### config.mk
export PLATFORM = sky130hd
export DESIGN_NAME = cosim_xfer_sched
export DESIGN_NICKNAME = d
export VERILOG_FILES = /design/src/rtl/cosim_xfer_sched.sv
export SDC_FILE = /design/constraint.sdc
export NUM_CORES = 1
export LEC_CHECK = 0
export ABC_CLOCK_PERIOD_IN_PS = 7300
export BUFFER_PORTS_ARGS = -buffer_cell sky130_fd_sc_hd__buf_4
export CAP_MARGIN = 20
export CORE_AREA = 2 2 123 125
export CTS_CLUSTER_SIZE = 8
export DETAILED_ROUTE_END_ITERATION = 12
export DIE_AREA = 0 0 125 127
export GPL_TIMING_DRIVEN = 0
export HOLD_SLACK_MARGIN = 0.12
export PLACE_DENSITY = 0.61
export SLEW_MARGIN = 40
export SYNTH_ARGS = -nofsm -noshare
export SYNTH_HDL_FRONTEND = slang
export SYNTH_SLANG_ARGS = --single-unit
### constraint.sdc
create_clock -name clk -period 7.3 [get_ports clk]
set_input_delay 0.365 -clock clk [delete_from_list [all_inputs] [get_ports clk]]
set_output_delay 0.365 -clock clk [all_outputs]
set_load 0.1 [all_outputs]
### src/rtl/cosim_xfer_sched.sv
// Co-simulation transfer scheduler: arbitrates a host write stream and a
// device-to-host read burst engine onto one credit-limited endpoint port,
// tracking in-order responses so read data is returned to the host.
module cosim_xfer_sched #(
  parameter int ADDR_W  = 32,
  parameter int DATA_W  = 32,
  parameter int MAX_OUT = 4,
  parameter int LEN_W   = 9
) (
  input  logic              clk,
  input  logic              reset,
  input  logic [ADDR_W-1:0] wr_addr,
  input  logic [DATA_W-1:0] wr_data,
  input  logic              wr_val,
  output logic              wr_rdy,
  input  logic [ADDR_W-1:0] rd_base,
  input  logic [LEN_W-1:0]  rd_len,
  input  logic              rd_val,
  output logic              rd_rdy,
  output logic [DATA_W-1:0] rd_resp_data,
  output logic              rd_resp_val,
  output logic              rd_resp_last,
  output logic [ADDR_W-1:0] ep_addr,
  output logic [DATA_W-1:0] ep_data,
  output logic              ep_we,
  output logic              ep_val,
  input  logic              ep_rdy,
  input  logic [DATA_W-1:0] ep_resp_data,
  input  logic              ep_resp_val,
  output logic              busy,
  output logic              err
);

  localparam int CW = $clog2(MAX_OUT) + 1;
  localparam int PW = $clog2(MAX_OUT);
  localparam logic [CW-1:0] CRED_FULL = CW'(MAX_OUT);

  typedef enum logic [1:0] {R_IDLE, R_ISSUE, R_DRAIN} rstate_t;
  typedef enum logic {SIDE_WR, SIDE_RD} side_t;

  rstate_t           state, state_nxt;
  side_t             rr;
  logic [CW-1:0]     credits;
  logic [ADDR_W-1:0] rd_addr;
  logic [LEN_W-1:0]  issue_left;
  logic [LEN_W-1:0]  resp_left;
  logic [MAX_OUT-1:0] tag_mem;
  logic [PW-1:0]     tag_wp, tag_rp;
  logic              wr_elig, rd_elig, gnt_wr, gnt_rd;
  logic              ep_fire, rd_issue, resp_ok, burst_start;

  // Grant: single eligible side wins; on contention the rr pointer decides.
  always_comb begin
    wr_elig  = wr_val & (credits != '0);
    rd_elig  = (state == R_ISSUE) & (credits != '0);
    gnt_rd   = rd_elig & (~wr_elig | (rr == SIDE_RD));
    gnt_wr   = wr_elig & ~gnt_rd;
    ep_val   = gnt_wr | gnt_rd;
    ep_we    = gnt_wr;
    ep_addr  = gnt_rd ? rd_addr : wr_addr;
    ep_data  = gnt_wr ? wr_data : '0;
    ep_fire  = ep_val & ep_rdy;
    rd_issue = gnt_rd & ep_rdy;
    wr_rdy   = gnt_wr & ep_rdy;
  end

  // Response routing: the tag at the FIFO head says whether this is read data.
  always_comb begin
    resp_ok      = ep_resp_val & (credits != CRED_FULL);
    rd_resp_val  = resp_ok & tag_mem[tag_rp];
    rd_resp_last = rd_resp_val & (resp_left == LEN_W'(1));
    rd_resp_data = rd_resp_val ? ep_resp_data : '0;
    busy         = (state != R_IDLE) | (credits != CRED_FULL);
  end

  // Read burst FSM next-state and burst handshake.
  always_comb begin
    state_nxt   = state;
    rd_rdy      = 1'b0;
    burst_start = 1'b0;
    case (state)
      R_IDLE: begin
        rd_rdy = 1'b1;
        if (rd_val && (rd_len != '0)) begin
          burst_start = 1'b1;
          state_nxt   = R_ISSUE;
        end
      end
      R_ISSUE: if (rd_issue && (issue_left == LEN_W'(1))) state_nxt = R_DRAIN;
      R_DRAIN: if (resp_left == '0) state_nxt = R_IDLE;
      default: state_nxt = R_IDLE;
    endcase
  end

  // Read FSM state register.
  always_ff @(posedge clk) begin
    if (reset) state <= R_IDLE;
    else       state <= state_nxt;
  end

  // Burst address and issue/response countdowns.
  always_ff @(posedge clk) begin
    if (reset) begin
      rd_addr    <= '0;
      issue_left <= '0;
      resp_left  <= '0;
    end else if (burst_start) begin
      rd_addr    <= rd_base;
      issue_left <= rd_len;
      resp_left  <= rd_len;
    end else begin
      if (rd_issue) begin
        rd_addr    <= rd_addr + ADDR_W'(4);
        issue_left <= issue_left - LEN_W'(1);
      end
      if (rd_resp_val) resp_left <= resp_left - LEN_W'(1);
    end
  end

  // Credits, round-robin pointer and sticky protocol error.
  always_ff @(posedge clk) begin
    if (reset) begin
      credits <= CRED_FULL;
      rr      <= SIDE_WR;
      err     <= 1'b0;
    end else begin
      credits <= credits - {{(CW-1){1'b0}}, ep_fire} + {{(CW-1){1'b0}}, resp_ok};
      if (ep_fire) rr <= gnt_wr ? SIDE_RD : SIDE_WR;
      if (ep_resp_val && !resp_ok) err <= 1'b1;
    end
  end

  // Tag FIFO; credits bound its occupancy so no full/empty flags are needed.
  always_ff @(posedge clk) begin
    if (reset) begin
      tag_mem <= '0;
      tag_wp  <= '0;
      tag_rp  <= '0;
    end else begin
      if (ep_fire) begin
        tag_mem[tag_wp] <= gnt_rd;
        tag_wp          <= tag_wp + PW'(1);
      end
      if (resp_ok) tag_rp <= tag_rp + PW'(1);
    end
  end

endmodule

Yosys cells after proc, flatten, opt, wreduce, memory -nomap -nowiden
Cells that the tools add are included.

Memory bits (read-only): 0. Output and inout bits: 104. Input bits: 143. Bits in latches: 0. Memories: 0. Bits in writable memories: 0. Flip-flop bits (word level): 65.

Bitwise operators: 15. Reduce and logical (&&, ||, !) cells: 13. Divide/modulo/power cells: 0. Equal/unequal tests: 8. Order comparisons: 3. Add/subtract/negate cells: 7. Shift-type cells: 0. Mux-type cells: 22. $mul: 0.

Operators by type and width (number): 32-bit 2-to-1 mux (5); 9-bit 2-to-1 mux (4); 32-bit by 3-bit adder with 32-bit output (second input constant) (1); 9-bit by 1-bit equality test with 1-bit output (second input constant) (2); 9-bit by 1-bit subtractor with 9-bit output (second input constant) (2); 1-bit AND (10); 9-bit zero test (1); 9-bit nonzero test (1); 2-bit by 3-bit < comparator with 1-bit output (second input constant) (2); 1-bit 2-to-1 mux (6); 2-bit 2-to-1 mux (3); 2-bit one-hot mux with 3 select lines (1); 2-bit nonzero test (3); 2-bit by 1-bit adder with 2-bit output (second input constant) (2); 4-bit bitwise mux (1); 1-bit logical AND (4); 2-bit != test (second input constant) (2); 3-bit by 1-bit adder with 3-bit output (1); 3-bit != test (second input constant) (1); 1-bit bitwise OR (3); 3-bit AND reduction (1); 3-bit nonzero test (1); 3-bit by 1-bit subtractor with 3-bit output (1); 1-bit binary-select mux with 2-bit select (1); 8 further kinds (9).

Depth between registers and ports, before layout
Gate-level depths: netlist of run 1.

Depth after elaboration: 11. Mapped depth: 11. Mapped depth without buffers: 11.

Least setup slack after synthesis of run 1
OpenSTA, ideal clock, no wires.

Path type: reg-to-reg. Start: register state[1]. End: register credits[2]. Period minus slack after synthesis: 3667 ps. Path buffers: 0. Library setup time: 117 ps. Cell stages (with the launch flop): 12. Setup slack: 3633 ps. Arrival time: 3550 ps. Path through: dfxtp_1 > nand2b_1 > a21oi_1 > nand2_1 > clkinv_1 > ha_1 > inv_1 > ha_1 > fa_1 > xnor2_1 > xnor2_1 > nand2b_1.

Word-level cells in the longest chain between the ends: 9.

RTL lines: start: declaration (RTL line 41) `rstate_t state, state_nxt;`; start signal: assignment (RTL line 98) `else state <= state_nxt;`; 2-bit by 1-bit equality test with 1-bit output (*) (RTL line 55) `rd_elig = (state == R_ISSUE) & (credits != '0);`; 1-bit AND (*) (RTL line 55); 1-bit AND (*) (RTL line 56) `gnt_rd = rd_elig & (~wr_elig | (rr == SIDE_RD));`; 1-bit inverter (RTL line 57) `gnt_wr = wr_elig & ~gnt_rd;`; 1-bit AND (RTL line 57); 1-bit bitwise OR (*) (RTL line 58) `ep_val = gnt_wr | gnt_rd;`; named net ep_val (RTL line 26) `output logic ep_val,`; 1-bit AND (*) (RTL line 62) `ep_fire = ep_val & ep_rdy;`; named net ep_fire (RTL line 50) `logic ep_fire, rd_issue, resp_ok, burst_start;`; 3-bit by 1-bit subtractor with 3-bit output (*) (RTL line 127) `credits <= credits - {{(CW-1){1'b0}}, ep_fire} + {{(CW-1){1'b0}}, resp_ok};`; 3-bit by 1-bit adder with 3-bit output (*) (RTL line 127); end signal: assignment (RTL line 127); end: declaration (RTL line 43) `logic [CW-1:0] credits;`.

Mark *: on every way through the listed nets, which the timed path passes. The rest lies on a longest branch. A chain may end at the register's enable or synchronous reset.

Worst setup path after layout of run 1
Start: register state[1]. End: output port ep_addr[1].

Word-level cells in the longest chain between the ends: 4.

RTL lines: 2-bit by 1-bit equality test with 1-bit output (RTL line 55); 1-bit AND (RTL line 55); 1-bit AND (RTL line 56); 32-bit 2-to-1 mux (RTL line 60) `ep_addr = gnt_rd ? rd_addr : wr_addr;`; end: declaration (RTL line 23) `output logic [ADDR_W-1:0] ep_addr,`.

No other way between the ends.

==> flow_metrics.py, run 1 <==
metrics = {
    "status": {
        "status": "finished, final reports clean",
    },
    "critical_path": {
        "cp_slowest_stage_delay_ns": 0.60,
        "crit_start_category": "flop",
        "worst_path_dominant_cell_family": "simple AND/OR/NAND/NOR gates",
        "setup.reg_to_reg.worst_slack_ns": 4.47,
        "worst-endpoint-required_ns": 6.93,
        "reg2reg_to": "credits[2]$_SDFF_PP1_",
        "timing.reg2reg.worst_path_depth": 11,
        "worst_setup_path_end_kind": "output pin",
        "worst_path_max_delay_cell": "sky130_fd_sc_hd__nor3_2",
        "arrival_ns": 2.65,
        "path_depth": 5,
        "critPathMaxFanout": 10,
        "worstPathCellList": "nand2b_1 -> nor3_2 -> clkbuf_1 -> mux2_2 -> buf_4",
        "timing.setup.critical_path_class": "reg -> out",
        "worst-path-buf-inv": 2,
        "r2r-start": "credits[2]$_SDFF_PP1_",
    },
    "flow_run": {
        "cap_viol_max_count": 0,
    },
    "floorplanning": {
        "die_area_um2": 15880,
        "num_io_pins": 247,
        "chipHeight_um": 127,
        "design.core.area_um2": 14420,
        "initial_core_util_pct": 29.64,
        "placementRows": 44,
        "die-width_um": 125,
    },
    "layout": {
        "insertedDiodeCount": 0,
        "layout-drive-gt1-share_pct": 39.37,
        "layout.cells.most_common_list": "246 x sky130_fd_sc_hd__buf_4, 65 x sky130_fd_sc_hd__dfxtp_1, 64 x sky130_fd_sc_hd__and2_1, 47 x sky130_fd_sc_hd__nand2_1, 44 x sky130_fd_sc_hd__nor2_1",
        "design.final.nets": 941,
        "final_common_cell": "sky130_fd_sc_hd__buf_4",
        "area.growth.synth_to_final_pct": 55.98,
    },
    "logic_synthesis": {
        "post_synth_mux_area_share_pct": 9.453,
        "synth_adder_area_share_pct": 3.687,
        "synth_top_family_by_area": "simple AND/OR/NAND/NOR gates",
        "post_synth_inst_count": 529,
        "synth_cell_types": 55,
        "yosysSeqAreaShare_pct": 30.44,
        "post_synth.cell_area_avg_um2": 8.082,
        "synth-async-reset-ratio_pct": 0,
        "synth_edf_count": 0,
        "mapped_nets": 684,
        "synthesis.area_um2": 4275,
        "synth.ff_latch_count": 65,
        "synth-compound-area-share_pct": 16.51,
        "synth_simple_gate_area_share_pct": 31.43,
        "synth_top_flop_cell": "sky130_fd_sc_hd__dfxtp_1",
        "yosys_warnings": 0,
        "synth_xor_xnor_area_share_pct": 4.097,
    },
    "sta": {
        "fin_skew_ns": 0.004020,
        "fin_crit_period_ns": 3.014,
        "setup_tns_ns": 0,
        "maxSlewViolCount": 0,
        "final.period_utilization_pct": 41.28,
        "whs_ns": 0.2905,
        "hold_violations": 0,
        "timing.slew.headroom_pct": 55.37,
        "number_of_failing_setup_endpoints_in_the_final_timing_report": 0,
        "fmaxAchievable_mhz": 331.8,
        "worst_pin_slew_ns": 0.6695,
        "rsz0062_at_grt": "no",
    },
    "cts": {
        "clock_tree.root_cell": "sky130_fd_sc_hd__clkbuf_16",
        "h_tree_depth": 3,
        "cts-root-to-sink-buffers": 2,
        "cts_made_buffers": 9,
        "worst_skew_pair.late_latency_ns": 0.33,
        "post_cts_resized": 0,
        "tritoncts_clock_tree": "done",
        "clk_transition_reported_paths_ns": 0.05,
        "cts.repair_timing.setup_buffer_count": 0,
        "cts_hold_buf": 0,
        "clock_sink_count": 65,
    },
    "placed_design": {
        "hpwlAfterDp_mm": 12.82,
        "io_buffer_count": 246,
        "gp_congestion": 0.8045,
    },
    "routing": {
        "drc": 0,
        "drtPass1Iterations": 5,
        "post_detailed_route_count_of_antenna_violating_nets": 0,
        "route.final.wire_length_mm": 16.08,
        "detail_route.wl_per_cell_um": 16.51,
        "drt_iter0_drc": 285,
        "detail_route.vias_per_cell": 5.005,
        "dr_total_vias": 4875,
    },
    "global_routing": {
        "first_global_vias": 4928,
        "grt_pass1_wl_mm": 25.05,
        "track_usage_pct": 19.56,
        "grt_max_degree": 11,
        "grt.overflow.total": 0,
        "antenna_violations_before_repair": 0,
    },
    "power": {
        "total_leakage_power_nw": 2.875,
        "cellPowerDensity_nw_per_um2": 259.9,
        "ir_worst_vdd_mv": 0.1669,
        "fin_total_pwr_mw": 1.733,
    },
    "worst_hold_path": {
        "min_path_cells": 3,
        "worst_hold_start": "rd_base[2]",
        "min-delay-path-class": "in -> reg",
        "hold-path-endpoint": "rd_addr[2]$_SDFFE_PP0P_",
    },
}
-- synthesized netlist by cell type (3+ instances only) --
cell,number,area (um2)
sky130_fd_sc_hd__o211ai_1,12,90.09
sky130_fd_sc_hd__or4_1,9,67.56
sky130_fd_sc_hd__dfxtp_1,65,1301
sky130_fd_sc_hd__nand2_1,47,176.4
sky130_fd_sc_hd__nor2b_1,5,31.28
sky130_fd_sc_hd__inv_1,15,56.30
sky130_fd_sc_hd__and4_1,4,35.03
sky130_fd_sc_hd__xor2_1,13,113.9
sky130_fd_sc_hd__nand4_1,8,50.05
sky130_fd_sc_hd__nor2_1,44,165.2
sky130_fd_sc_hd__ha_1,11,137.6
sky130_fd_sc_hd__mux2_2,33,371.6
sky130_fd_sc_hd__and3_1,6,37.54
sky130_fd_sc_hd__and2_1,64,400.4
sky130_fd_sc_hd__or3_1,15,93.84
sky130_fd_sc_hd__a311oi_1,6,52.55
sky130_fd_sc_hd__nor4_1,3,18.77
sky130_fd_sc_hd__o21bai_1,3,22.52
sky130_fd_sc_hd__o311ai_0,3,26.28
sky130_fd_sc_hd__a211oi_1,10,75.07
sky130_fd_sc_hd__clkbuf_1,25,93.84
sky130_fd_sc_hd__o21ai_0,12,60.06
sky130_fd_sc_hd__buf_2,6,30.03
sky130_fd_sc_hd__xnor2_1,7,61.31
sky130_fd_sc_hd__nand3_1,18,90.09
sky130_fd_sc_hd__a22oi_1,5,37.54
sky130_fd_sc_hd__nor3_1,8,40.04
sky130_fd_sc_hd__a21oi_1,24,120.1
sky130_fd_sc_hd__a31oi_1,16,100.1
-- metal layers --
layer / vias up / wire length (um) / track usage (%) / part of all wire [%]
met5: - / 0 / 0 / 0
met4: 0 / 218 / 4.967 / 1.4
met1: 2240 / 6608 / 23.68 / 41
li1: 2409 / - / - / -
met2: 207 / 8145 / 34.97 / 51
met3: 19 / 1111 / 4.690 / 6.9
-- logic make-up (layout without fill, tap and decap cells) --
family          count (synthesis)  count (layout)
xor+xnor                       20              20
fa+ha+maj                      12              12
compound gates                103             103
flops                          65              65
mux                            35              35
simple gates                  246             246
buf+inv                        48             309
-- sequential cells by signal, indices dropped and copies added (netlist names) --
name and cells:
tag_rp 2, tag_wp 2, err 1, issue_left 9, rd_addr 32, rr 1, resp_left 9, state 2
tag_mem 4, credits 3
-- worst register-to-register path: stages, from the launching register on --
cell,delay (ns)
sky130_fd_sc_hd__dfxtp_1,0.35
sky130_fd_sc_hd__nor3_2,0.51
sky130_fd_sc_hd__a21oi_1,0.13
sky130_fd_sc_hd__nand2_1,0.13
sky130_fd_sc_hd__clkinv_1,0.22
sky130_fd_sc_hd__ha_1,0.36
sky130_fd_sc_hd__inv_1,0.04
sky130_fd_sc_hd__ha_1,0.18
sky130_fd_sc_hd__fa_1,0.39
sky130_fd_sc_hd__xnor2_1,0.20
sky130_fd_sc_hd__xnor2_1,0.15
sky130_fd_sc_hd__nand2b_1,0.07
-- worst max path at each step --
stage | startpoint | end | slack [ns]
after floorplan | state[1]$_SDFFE_PP0P_ | credits[2]$_SDFF_PP1_ | 3.63
after global placement | wr_val | ep_addr[30] | 4.15
after detailed placement | credits[2]$_SDFF_PP1_ | credits[2]$_SDFF_PP1_ | 4.49
after CTS | state[1]$_SDFFE_PP0P_ | ep_addr[30] | 4.21
after global routing | tag_rp[0]$_SDFFE_PP0P_ | rd_resp_data[17] | 4.05
final | state[1]$_SDFFE_PP0P_ | ep_addr[1] | 4.29
-- area by class of cell --
class | instances | area (um2)
Clock inverter | 3 | 65.06
Buffer | 32 | 127.6
Fill cell | 1425 | 7755
Multi-Input combinational cell | 416 | 2791
Timing Repair Buffer | 246 | 1847
Tap cell | 184 | 230.2
Clock buffer | 12 | 246.5
Sequential cell | 65 | 1301
Inverter | 16 | 60.06
-- where the power goes --
part	leakage [nW]	internal, mW	switching [mW]
logic	2.19	0.233	0.606
clock network	0.153	0.306	0.153
registers	0.536	0.394	0.0415
-- per-stage QoR --
stage / util, % / cell area (um2) / instances / worst slack, ns
floorplan: - / 4275 / 529 / 3.633
detailed placement: 44.08 / 6357 / 959 / 4.487
finish: 46.24 / 6669 / 974 / 4.286
global route: 46.24 / 6669 / 974 / 4.054
global placement: 44.04 / 6352 / 959 / 4.146
CTS: 46.24 / 6669 / 974 / 4.205
(Power assumes the default switching activity.)
==> run 2: changes to the inputs <==
ABC_AREA = 1   (was unset)
ABC_CLOCK_PERIOD_IN_PS = 2780   (was 7300)
CORE_AREA = 2 2 135 137   (was 2 2 123 125)
DIE_AREA = 0 0 137 139   (was 0 0 125 127)
PLACE_DENSITY = 0.58   (was 0.61)
clock period = 2.78 ns   (was 7.3 ns; I/O delays follow)
==> run 2 against run 1 <==
  * Design area is 18% higher
  * Flip-flop and latch count unchanged
  * Clock power grew to 2.6 times the previous value
  * Worst hold slack got worse by 0.16 ns
  * Synthesized cell count increased by 69%
  * Global-route usage increased by 0.89 points
  * Worst setup slack lost 3.9 ns
  * Register-to-register slack got worse by 4.1 ns
  * Combinational power rose to 3.4 times the previous value
  * Clock skew rose by 0.0019 ns
  * Final cell count increased by 44%
==> flow_metrics.py, run 2 <==
metrics = {
    "critical_path": {
        "cpMostUsedCell": "sky130_fd_sc_hd__nand2_1",
        "worst_path_max_delay_cell": "sky130_fd_sc_hd__fa_1",
        "worst_setup_path_end_kind": "flop",
        "arrival_ns": 2.65,
        "timing.setup.critical_path_class": "reg -> reg",
        "critPathMaxFanout": 6,
        "cp_slowest_stage_delay_ns": 0.38,
        "worstPathCellList": "inv_1 -> nand2_1 -> nand2_1 -> nand2_1 -> nand2_1 -> inv_2 -> ha_1 -> inv_1 -> ha_1 -> fa_1 -> a21oi_1 -> o21ai_0",
        "crit_start_category": "flop",
        "worst-endpoint-required_ns": 3.01,
    },
    "floorplanning": {
        "num_io_pins": 247,
        "chipHeight_um": 139,
        "design.core.area_um2": 17660,
        "die_area_um2": 19040,
        "die-width_um": 137,
        "initial_core_util_pct": 29.24,
        "placementRows": 49,
    },
    "logic_synthesis": {
        "synth_top_flop_cell": "sky130_fd_sc_hd__dfxtp_1",
        "synth.most_common_cell": "sky130_fd_sc_hd__nand2_1",
        "synth_cell_types": 41,
        "yosysTopAreaCellShare_pct": 25.21,
        "ys_top_cells_by_area": "sky130_fd_sc_hd__dfxtp_1 25%, sky130_fd_sc_hd__nand2_1 16%, sky130_fd_sc_hd__inv_1 12%, sky130_fd_sc_hd__nor2_1 11%, sky130_fd_sc_hd__nand3_1 6.1%",
        "synth-async-reset-ratio_pct": 0,
        "mapped_nets": 1049,
        "synth.top_cells.by_count": "222 x sky130_fd_sc_hd__nand2_1, 167 x sky130_fd_sc_hd__inv_1, 154 x sky130_fd_sc_hd__nor2_1",
        "synth.ff_latch_count": 65,
        "post_synth.cell_area_avg_um2": 5.775,
        "synthesis.area_um2": 5162,
        "yosysSeqAreaShare_pct": 25.21,
        "yosysTopAreaCell": "sky130_fd_sc_hd__dfxtp_1",
        "yosys_warnings": 0,
        "synth_edf_count": 0,
        "post_synth_inst_count": 894,
    },
    "routing": {
        "drtPass1Iterations": 5,
        "drt_iter0_drc": 387,
        "route.final.wire_length_mm": 19.45,
        "dr_total_vias": 6148,
        "post_detailed_route_count_of_antenna_violating_nets": 0,
        "detail_route.vias_per_cell": 4.373,
        "detail_route.wl_per_cell_um": 13.83,
        "drc": 0,
    },
    "global_routing": {
        "grt.overflow.total": 0,
        "antenna_violations_before_repair": 0,
        "grt_max_degree": 11,
        "first_global_vias": 5799,
        "track_usage_pct": 20.45,
        "grt_pass1_wl_mm": 30.31,
    },
    "layout": {
        "biggestRegsByFlops": "rd_addr x32, issue_left x9, resp_left x9",
        "design.final.nets": 1327,
        "num-fill-cells": 1882,
        "insertedDiodeCount": 0,
        "layout.cells.most_common_list": "249 x sky130_fd_sc_hd__buf_4, 222 x sky130_fd_sc_hd__nand2_1, 167 x sky130_fd_sc_hd__inv_1, 132 x sky130_fd_sc_hd__nor2_1, 65 x sky130_fd_sc_hd__dfxtp_1",
        "largest_register_ffs": 32,
        "regMostFlops": "rd_addr",
        "area.growth.synth_to_final_pct": 52.67,
        "area_of_the_multi_input_gates_um2": 3040,
        "area.sequential_um2": 1301,
        "layout-drive-gt1-share_pct": 29.57,
        "final_common_cell": "sky130_fd_sc_hd__buf_4",
        "final-instance-count-excl-fill": 1406,
    },
    "power": {
        "share_comb_of_total_power_pct": 55.2,
        "switching_share_pct": 51.36,
        "ir_worst_vdd_mv": 0.3602,
        "fin_total_pwr_mw": 5.222,
        "netSwitchingPower_mw": 2.682,
        "clkPwrFrac_pct": 22.8,
        "internal_power_mw": 2.540,
        "total_leakage_power_nw": 4.094,
        "seq_power_share_pct": 21.9,
        "cellPowerDensity_nw_per_um2": 662.5,
    },
    "cts": {
        "post_cts_resized": 0,
        "h_tree_depth": 3,
        "worst_skew_pair.late_latency_ns": 0.34,
        "cts-root-to-sink-buffers": 2,
        "clock_tree.root_cell": "sky130_fd_sc_hd__clkbuf_16",
        "tritoncts_clock_tree": "done",
        "clock_sink_count": 65,
        "clk_transition_reported_paths_ns": 0.06,
        "cts_made_buffers": 9,
    },
    "sta": {
        "number_of_failing_setup_endpoints_in_the_final_timing_report": 0,
        "hold_violations": 0,
        "final.period_utilization_pct": 87.11,
        "worst_pin_slew_ns": 0.7109,
        "rsz0062_at_grt": "no",
        "fin_crit_period_ns": 2.422,
        "fin_ws_ns": 0.3584,
        "maxSlewViolCount": 0,
        "fin_skew_ns": 0.005957,
        "timing.slew.headroom_pct": 52.60,
        "setup_tns_ns": 0,
        "fmaxAchievable_mhz": 412.9,
    },
    "placed_design": {
        "dp_cells": 1369,
        "io_buffer_count": 246,
        "dp_worst_setup_slack_ns": 0.3715,
        "hpwlAfterDp_mm": 15.36,
        "gp_congestion": 0.8678,
    },
    "flow_run": {
        "cap_viol_max_count": 0,
    },
    "worst_hold_path": {
        "min-delay-path-class": "in -> reg",
    },
    "status": {
        "status": "finished, final reports clean",
    },
}
[run 2: changes by cell type in the layout (fill, tap and decap cells not counted), moves of 11 or more]
cell / previous run / this run
sky130_fd_sc_hd__inv_1: 15 / 167
sky130_fd_sc_hd__dlygate4sd3_1: 0 / 21
sky130_fd_sc_hd__clkbuf_1: 27 / 10
sky130_fd_sc_hd__and2_1: 64 / 0
sky130_fd_sc_hd__a21oi_1: 24 / 35
sky130_fd_sc_hd__nand3_1: 18 / 63
sky130_fd_sc_hd__mux2_2: 33 / 6
sky130_fd_sc_hd__o21ai_0: 12 / 36
sky130_fd_sc_hd__o21ai_1: 0 / 28
sky130_fd_sc_hd__or3_1: 15 / 0
sky130_fd_sc_hd__nor2_1: 44 / 132
sky130_fd_sc_hd__nor2_2: 1 / 24
sky130_fd_sc_hd__nand2_1: 47 / 222
sky130_fd_sc_hd__a31oi_1: 16 / 1
[run 2: power groups by stage]
| stage | combinational (mW) | sequential (mW) | clock, mW |
|---|---|---|---|
| after floorplan | 2.16 | 1.17 | 0 |
| final | 2.88 | 1.15 | 1.19 |
| after CTS | 2.89 | 1.14 | 1.21 |
| after detailed placement | 2.86 | 1.16 | 0 |
| after global placement | 2.85 | 1.16 | 0 |
| after global routing | 3.07 | 1.16 | 1.25 |
[run 2: critical path: cells and delay by family, from the launching register on]
kind / cells / cell delay, ns
buf+inv: 3 / 0.26
simple gates: 4 / 0.64
compound gates: 2 / 0.24
fa+ha+maj: 3 / 0.85
flops: 1 / 0.32
[run 2: layer usage]
layer / GRT usage, % / vias to the layer above / wire length, um
met5: 0 / - / 0
met4: 4.286 / 0 / 185
met3: 3.692 / 12 / 852
met2: 34.12 / 116 / 9464
met1: 27.38 / 2751 / 8943
li1: - / 3269 / -
[run 2: metrics by stage]
step | utilization (%) | instance area, um2 | hold WS [ns]
floorplan | - | 5229 | 0.2818
CTS | 44.64 | 7881 | 0.1252
detailed placement | 41.70 | 7362 | 0.4027
global placement | 41.70 | 7362 | 0.3957
finish | 44.64 | 7881 | 0.1326
global route | 44.64 | 7881 | 0.1421
[run 2: cell families after synthesis]
logic type / count (synthesis) / share of synthesized area, %
AND/OR/NAND/NOR: 467 / 37.64
buffers and inverters: 209 / 17.18
AO/OA/AOI/OAI: 116 / 12.39
flip-flops: 65 / 25.21
XOR/XNOR: 19 / 3.223
adder cells (fa/ha/maj): 12 / 3.054
multiplexers: 6 / 1.309
[run 2: cell type report]
type / count / share of cell area (%)
multi-input cells: 620 / 38.58
clock inverters: 2 / 0.4445
clock buffers: 14 / 3.477
plain buffers: 33 / 2.858
well taps: 229 / 3.635
repair buffers: 267 / 26.10
flip-flops and latches: 65 / 16.51
inverters: 176 / 8.398
[run 2: repair_timing]
item                      CTS  global route
hold buffers               21             0
buffers inserted            0             0
hold endpoints to repair   21             0
[run 2: final timing paths]
kind,start,end,slack (ns),depth (start not counted)
hold / removal,rd_base[18],rd_addr[18]$_SDFFE_PP0P_,0.13,5
setup reg to reg,credits[1]$_SDFF_PP0_,credits[2]$_SDFF_PP1_,0.36,12
hold reg to reg,err$_SDFFE_PP0P_,err$_SDFFE_PP0P_,0.45,2
setup / recovery,credits[1]$_SDFF_PP0_,credits[2]$_SDFF_PP1_,0.36,12
